--- src/rtl/mac_result_serializer.sv ---
// mac_result_serializer: LSB-first parallel-to-serial stage; MAC_SER_PARITY_EN appends an even-parity bit
module mac_result_serializer #(
  parameter int WIDTH = 8
) (
  input  logic             CLK,
  input  logic             R,
  input  logic             load_valid,
  input  logic [WIDTH-1:0] load_data,
  output logic             load_ready,
  input  logic             ser_ready,
  output logic             ser_out,
  output logic             ser_valid,
  output logic             ser_last,
  output logic             busy
);
`ifdef MAC_SER_PARITY_EN
  localparam int N = WIDTH + 1;
`else
  localparam int N = WIDTH;
`endif
  localparam int CW = $clog2(WIDTH + 2);
  typedef enum logic {IDLE = 1'b0, SHIFT = 1'b1} state_t;
  state_t state, next;
  logic [N-1:0] sr, word;
  logic [CW-1:0] cnt;
  logic last, load, xfer;
`ifdef MAC_SER_PARITY_EN
  assign word = {^load_data, load_data};
`else
  assign word = load_data;
`endif
  assign load = load_valid && load_ready;
  assign xfer = (state == SHIFT) && ser_ready;
  // state register
  always_ff @(posedge CLK)
    state <= R ? IDLE : next;
  // next-state: accept a word in IDLE, leave SHIFT after the final bit transfers
  always_comb
    next = (state == IDLE) ? (load ? SHIFT : IDLE) : ((xfer && last) ? IDLE : SHIFT);
  // shift register, bit counter and registered last flag
  always_ff @(posedge CLK)
    if (R) begin
      sr   <= '0;
      cnt  <= '0;
      last <= 1'b0;
    end else if (load) begin
      sr   <= word;
      cnt  <= '0;
      last <= 1'b0;
    end else if (xfer) begin
      sr   <= sr >> 1;
      cnt  <= cnt + 1'b1;
      last <= (cnt == CW'(N - 2));
    end
  // outputs decoded from registered state
  always_comb begin
    load_ready = (state == IDLE) && !R;
    ser_valid  = (state == SHIFT);
    busy       = (state == SHIFT);
    ser_out    = sr[0];
    ser_last   = last;
  end
endmodule

--- config.mk ---
export PLATFORM = sky130hd
export DESIGN_NAME = mac_result_serializer
export DESIGN_NICKNAME = d
export VERILOG_FILES = /design/src/rtl/mac_result_serializer.sv
export SDC_FILE = /design/constraint.sdc
export NUM_CORES = 1
export LEC_CHECK = 0
export CAP_MARGIN = 15
export CORE_UTILIZATION = 46
export CTS_CLUSTER_DIAMETER = 100
export CTS_CLUSTER_SIZE = 8
export DETAILED_ROUTE_END_ITERATION = 16
export MAX_ROUTING_LAYER = met4
export PLACE_DENSITY_LB_ADDON = 0.08
export SLEW_MARGIN = 20
export SYNTH_ARGS = -nofsm -noshare
export SYNTH_HDL_FRONTEND = slang
export SYNTH_SLANG_ARGS = --single-unit
--- constraint.sdc ---
create_clock -name CLK -period 1.8 [get_ports CLK]
set_clock_uncertainty 0.15 [all_clocks]
set_input_delay 0.36 -clock CLK [delete_from_list [all_inputs] [get_ports CLK]]
set_output_delay 0.36 -clock CLK [all_outputs]
set_load 0.02 [all_outputs]
==> results.json, run 1 <==
{
  "outcome": "finished, final reports clean",
  "crit_arrival_ps": 1230,
  "initial_core_util_pct": 51.53,
  "grt_usage_pct": 21.98,
  "drc": 0,
  "nFillCells": 115,
  "slowest_stage": "clkdlybuf4s50_1",
  "dp_hpwl_um": 1030,
  "drt_iter0_drc": 8,
  "cts_buffers": 3,
  "io_buffers": 16,
  "hold_path.class": "flop to flop",
  "postLayoutCoreUtil_pct": 68.49,
  "core_um2": 1350,
  "die-area_um2": 1672,
  "area_delta_synth_final_pct": 32.91,
  "synth_area_um2": 695.7,
  "start_kind": "input port",
  "finalSetupViolations": 0,
  "crit_chain": "clkdlybuf4s50_1 -> nor2_1 -> dlygate4sd2_1",
  "hold_buffers": 0,
  "avgRoutedWirePerCell_um": 12.86,
  "cp.required_ps": 1290,
  "p_seq_share_pct": 48.8,
  "seq_area_frac_synth_pct": 40.29,
  "first_global_vias": 499,
  "ant_nets": 0,
  "place_inst": 110,
  "cellPowerDensity_nw_per_um2": 752.0,
  "synth-main-ff-cell": "dfxtp_1",
  "drive_above_1_share_pct": 20.20,
  "netlist_instances": 78,
  "cts_tree": "built",
  "drt-total-wl_um": 1466,
  "synth.top_cells.by_count": "14 x dfxtp_1, 11 x nand2_1, 10 x nor2_1, 9 x nand3_1, 7 x a311oi_2",
  "clk_latency_ps": 280,
  "syn-num-nets": 92,
  "synth_top_cell_by_area": "dfxtp_1",
  "rows": 13,
  "async_flop_share_pct": 0,
  "top_level_ports": 17,
  "synth_warnings": 0,
  "min_period_ps": 1736,
  "ys_ff_latch": 14,
  "nets": 114,
  "power.leakage_nw": 0.3593,
  "grt_overflow": 0,
  "grt_start_max_net_pins": 16,
  "critical-path-max-stage-delay_ps": 420,
  "synth.area.top_cells": "dfxtp_1 40%, a311oi_2 15%, nand3_1 6.5%",
  "first_pass_iters": 4,
  "fp.dieH_um": 40.89,
  "antenna_found_initial": 0,
  "power.net_switching_w": 0.0001807,
  "layout_setup_ws_ps": 63.65,
  "relSlewSlack_pct": 85.21,
  "final_cells": 114,
  "switching_share_pct": 25.99,
  "synth_area_per_cell_um2": 8.919,
  "place_congestion": 0.7287,
  "synthMostInstantiatedCell": "dfxtp_1",
  "path_max_fanout": 2,
  "p_total_w": 0.0006953,
  "grt_pass1_wl_um": 2270,
  "worstMarginPinSlew_ps": 221.5,
  "finalHoldViolations": 0,
  "p_clk_share_pct": 33.1,
  "cp-end-kind": "output port",
  "period_share_pct": 96.46,
  "cts.sinks": 14,
  "rsz0062_at_grt": "no",
  "cts_buffer_depth": 2,
  "drv_slew": 0,
  "die_x_um": 40.89,
  "post_cts.repair.setup_buffers": 0,
  "path_clk_slew_ps": 90,
  "synth_cell_types": 22,
  "max_cap_violations": 0,
  "yosysTopAreaCellShare_pct": 40.29,
  "pre_cts_ws_ps": -218.0,
  "cts_max_level": 1,
  "cts_root_buffer": "clkbuf_4",
  "internal-power_w": 0.0005146,
  "synth-edff-count": 0,
  "dr_total_vias": 621,
  "critPathKind": "input port to output port",
  "viasPerCell": 5.447,
  "pwr-share-comb_pct": 18.1,
  "ir_drop_mv": 0.4450,
  "fmax_mhz": 575.9,
  "diodes": 0
}
[layout make-up]
cell class	count	area [um2]	share of cell area [%]
Clock buffer	4	36.28	3.924
Inverter	1	3.754	0.4060
Multi-Input combinational cell	56	365.4	39.51
Sequential cell	14	281.5	30.45
Tap cell	15	18.77	2.030
Timing Repair Buffer	24	219.0	23.68
[metrics by stage]
| step | TNS, ps | hold slack, ps | instance area, um2 |
|---|---|---|---|
| after floorplan | 0 | 298.1 | 695.7 |
| after detailed placement | -1716 | 314.1 | 888.4 |
| after global routing | 0 | 370.3 | 924.6 |
| final | 0 | 341.2 | 924.6 |
| after global placement | -1462 | 310.4 | 888.4 |
| after CTS | 0 | 337.7 | 922.1 |
[flip-flops by register name, summed over array words and instances (netlist names)]
name	count
cnt	4
sr	8
ser_last	1
busy	1
[path summary, 6_finish.rpt]
check	slack, ps	start	to	cells past startpoint
setup / recovery	60	R	load_ready	3
setup reg to reg	390	busy$_SDFF_PP0_	cnt[3]$_SDFFE_PP0P_	4
hold reg to reg	340	cnt[3]$_SDFFE_PP0P_	cnt[3]$_SDFFE_PP0P_	2
hold / removal	340	cnt[3]$_SDFFE_PP0P_	cnt[3]$_SDFFE_PP0P_	2
[cell usage in the layout (no fill, tap or decap)]
cell and count:
a21oi_1 5, nor2b_1 1, nor2_1 10, dfxtp_2 1, dlymetal6s2s_1 1, a311oi_1 1
a311oi_2 7, clkbuf_4 3, ha_1 2, dfxtp_1 13, dlygate4sd2_1 3, clkbuf_8 1
or3b_1 2, nand4_1 2, clkdlybuf4s50_1 12, o21ai_0 1, xnor2_1 1, nand2b_1 2
buf_4 8, or3_1 1, nand3_1 9, xor2_1 1, inv_1 1, nand2_1 11
[timing repair]
item                       4_1_cts  5_1_grt
resized for setup                4        1
pin swaps                        0        0
setup endpoints to repair        3        1
[cell families (layout without fill, tap and decap cells)]
group / after synthesis / in the layout / synth area share, %
simple gates: 38 / 38 / 25.72
compound gates: 14 / 14 / 20.68
flops: 14 / 14 / 40.29
buf+inv: 8 / 29 / 7.193
fa+ha+maj: 2 / 2 / 3.597
xor+xnor: 2 / 2 / 2.518
[per-layer routing]
metal / part of all wire (%) / track usage [%] / vias up
li1: - / - / 317
met1: 46 / 26.33 / 287
met2: 48 / 33.59 / 13
met3: 4.5 / 4.891 / 4
met4: 1.6 / 12.50 / 0
met5: 0 / - / -
[power groups by stage]
stage	Sequential, W	Clock, W	Combinational, W
finish	0.000339	0.000230	0.000126
global route	0.000341	0.000254	0.000137
CTS	0.000339	0.000237	0.000127
detailed placement	0.000346	0	0.000130
global placement	0.000345	0	0.000128
floorplan	0.000345	0	0.0000747
[critical path: cells and delay by family]
| kind | cells | cell delay [ps] |
|---|---|---|
| buf+inv | 2 | 760 |
| simple gates | 1 | 110 |
Note: power is estimated with default switching activity, not from simulation.
==> run 2, diff against run 1 <==
--- a/config.mk
+++ b/config.mk
@@ -6,6 +6,7 @@
 export NUM_CORES = 1
 export LEC_CHECK = 0
 export CAP_MARGIN = 15
+export CORE_MARGIN = 5
 export CORE_UTILIZATION = 46
 export CTS_CLUSTER_DIAMETER = 100
 export CTS_CLUSTER_SIZE = 8
==> run 2 against run 1 <==
  * First-iteration DRC count increased by 38%
  * Fmax is 0.53% higher
  * Global-route usage decreased by 7.2 points
  * Cell area unchanged
  * Power down 0.34%
  * Die area grew 43%
  * Register-to-register slack lost 160 ps
  * Largest power group unchanged
==> results.json, run 2 (synthesis results as in run 1) <==
{
  "path_max_fanout": 2,
  "drt-total-wl_um": 1473,
  "mostFrequentLayoutCells": "14 x dfxtp_1, 12 x clkdlybuf4s50_1, 11 x nand2_1",
  "grtUsageMet2_pct": 22.17,
  "core_um2": 1471,
  "p_seq_share_pct": 48.6,
  "reg2reg_to": "sr[6]$_SDFFE_PP0P_",
  "max_cap_violations": 0,
  "cts.sinks": 14,
  "dr_total_vias": 605,
  "grt_overflow": 0,
  "final_cells": 115,
  "use_met1_pct": 17.32,
  "ant_nets": 0,
  "drv_slew": 0,
  "slowest_stage": "clkdlybuf4s50_1",
  "initial_core_util_pct": 47.28,
  "post_cts.repair.setup_buffers": 0,
  "use_met3_pct": 7.339,
  "power.leakage_nw": 0.3601,
  "grt_start_max_net_pins": 14,
  "nets": 114,
  "dp_hpwl_um": 1076,
  "finalSetupViolations": 0,
  "first_global_vias": 628,
  "worstSetupStartpoint": "R",
  "rsz0062_at_grt": "no",
  "internal-power_w": 0.0005140,
  "min_period_ps": 1727,
  "cts_tree": "built",
  "final_common_cell": "dfxtp_1",
  "io_buffers": 16,
  "grt_busiest_layer": "met2",
  "p_clk_share_pct": 33.1,
  "path_clk_slew_ps": 90,
  "largest_reg_flops": 8,
  "registers.top_by_ff_count": "sr",
  "period_share_pct": 95.96,
  "clk_latency_ps": 280,
  "hold_path.class": "flop to flop",
  "cp.required_ps": 1290,
  "grt_pass1_wl_um": 2746,
  "grt_usage_pct": 14.74,
  "critPathKind": "input port to output port",
  "rows": 14,
  "pwr-share-comb_pct": 18.3,
  "first_pass_iters": 4,
  "worstMarginPinSlew_ps": 372.4,
  "cts_buffer_depth": 2,
  "die_x_um": 48.89,
  "cts_root_buffer": "clkbuf_4",
  "start_kind": "input port",
  "finalHoldViolations": 0,
  "relSlewSlack_pct": 75.11,
  "power.net_switching_w": 0.0001790,
  "drt_iter0_drc": 11,
  "cts_max_level": 1,
  "place_congestion": 0.7462,
  "ff2ff_path_depth": 5,
  "ir_drop_mv": 0.5268,
  "hold_slack_ps": 328.1,
  "outcome": "finished, final reports clean",
  "cts_buffers": 3,
  "reg.largest.list": "sr (8), cnt (4)",
  "top_level_ports": 17,
  "crit_arrival_ps": 1220,
  "antenna_found_initial": 0,
  "switching_share_pct": 25.83,
  "cellPowerDensity_nw_per_um2": 749.5,
  "postLayoutCoreUtil_pct": 62.84,
  "critical-path-max-stage-delay_ps": 420,
  "fp.dieH_um": 48.89,
  "r2r_start": "busy$_SDFF_PP0_",
  "die-area_um2": 2390,
  "fmax_mhz": 579.0,
  "area_delta_synth_final_pct": 32.91,
  "place_inst": 111,
  "cp-end-kind": "output port",
  "crit_chain": "clkdlybuf4s50_1 -> nor2_1 -> dlygate4sd2_1",
  "viasPerCell": 5.261,
  "drc": 0,
  "drive_above_1_share_pct": 19.19,
  "cp-endpoint": "load_ready",
  "reg2reg_slack_ps": 230,
  "avgRoutedWirePerCell_um": 12.81,
  "p_total_w": 0.0006930,
  "diodes": 0
}
run 2: cell types whose count changed in the layout (fill, tap and decap cells not counted):
cell / change
dfxtp_1: +1
dfxtp_2: -1
run 2: what timing repair did:
action	in CTS	in global routing
endpoints found under the setup margin	3	1
gates resized for setup	3	1
gates cloned	0	0
hold buffers	0	0
run 2: final cells by class:
type,instances,area [um2]
fill,138,546.8
timing repair buffer,24,219.0
inverter,1,3.754
multi-input combinational,56,365.4
tap,16,20.02
clock buffer,4,36.28
sequential,14,280.3
run 2: routing by layer:
layer | up-vias | part of all wire [%]
met1 | 276 | 45
met5 | - | 0
li1 | 316 | -
met3 | 2 | 6.1
met4 | 0 | 0.81
met2 | 11 | 48
run 2: per-stage QoR:
stage                     setup slack (ps)  cell area (um2)  setup TNS, ps
after floorplan                      210.1            695.7              0
final                                72.78            924.6              0
after detailed placement            -214.9            889.6          -1354
after global placement              -191.1            889.6          -1171
after global routing                 38.94            924.6              0
after CTS                            15.99            922.1              0
run 2: critical path, delay by kind of cell:
kind	cells	cell delay [ps]
buffers and inverters	2	760
and+or+nand+nor	1	100
run 2: worst min path at each step:
stage                                from               endpoint  slack (ps)  cells past startpoint
finish              ser_last$_SDFFE_PP0P_  ser_last$_SDFFE_PP0P_         330                      2
global route        ser_last$_SDFFE_PP0P_  ser_last$_SDFFE_PP0P_         360                      2
CTS                 ser_last$_SDFFE_PP0P_  ser_last$_SDFFE_PP0P_         330                      2
detailed placement  ser_last$_SDFFE_PP0P_  ser_last$_SDFFE_PP0P_         320                      2
global placement    ser_last$_SDFFE_PP0P_  ser_last$_SDFFE_PP0P_         310                      2
floorplan              sr[7]$_SDFFE_PP0P_     sr[7]$_SDFFE_PP0P_         300                      2
run 2: power by group through the flow:
stage	registers (W)	logic, W	clock network [W]
floorplan	0.000345	0.0000747	0
global route	0.000339	0.000140	0.000254
global placement	0.000344	0.000130	0
finish	0.000337	0.000127	0.000229
CTS	0.000337	0.000128	0.000238
detailed placement	0.000344	0.000132	0
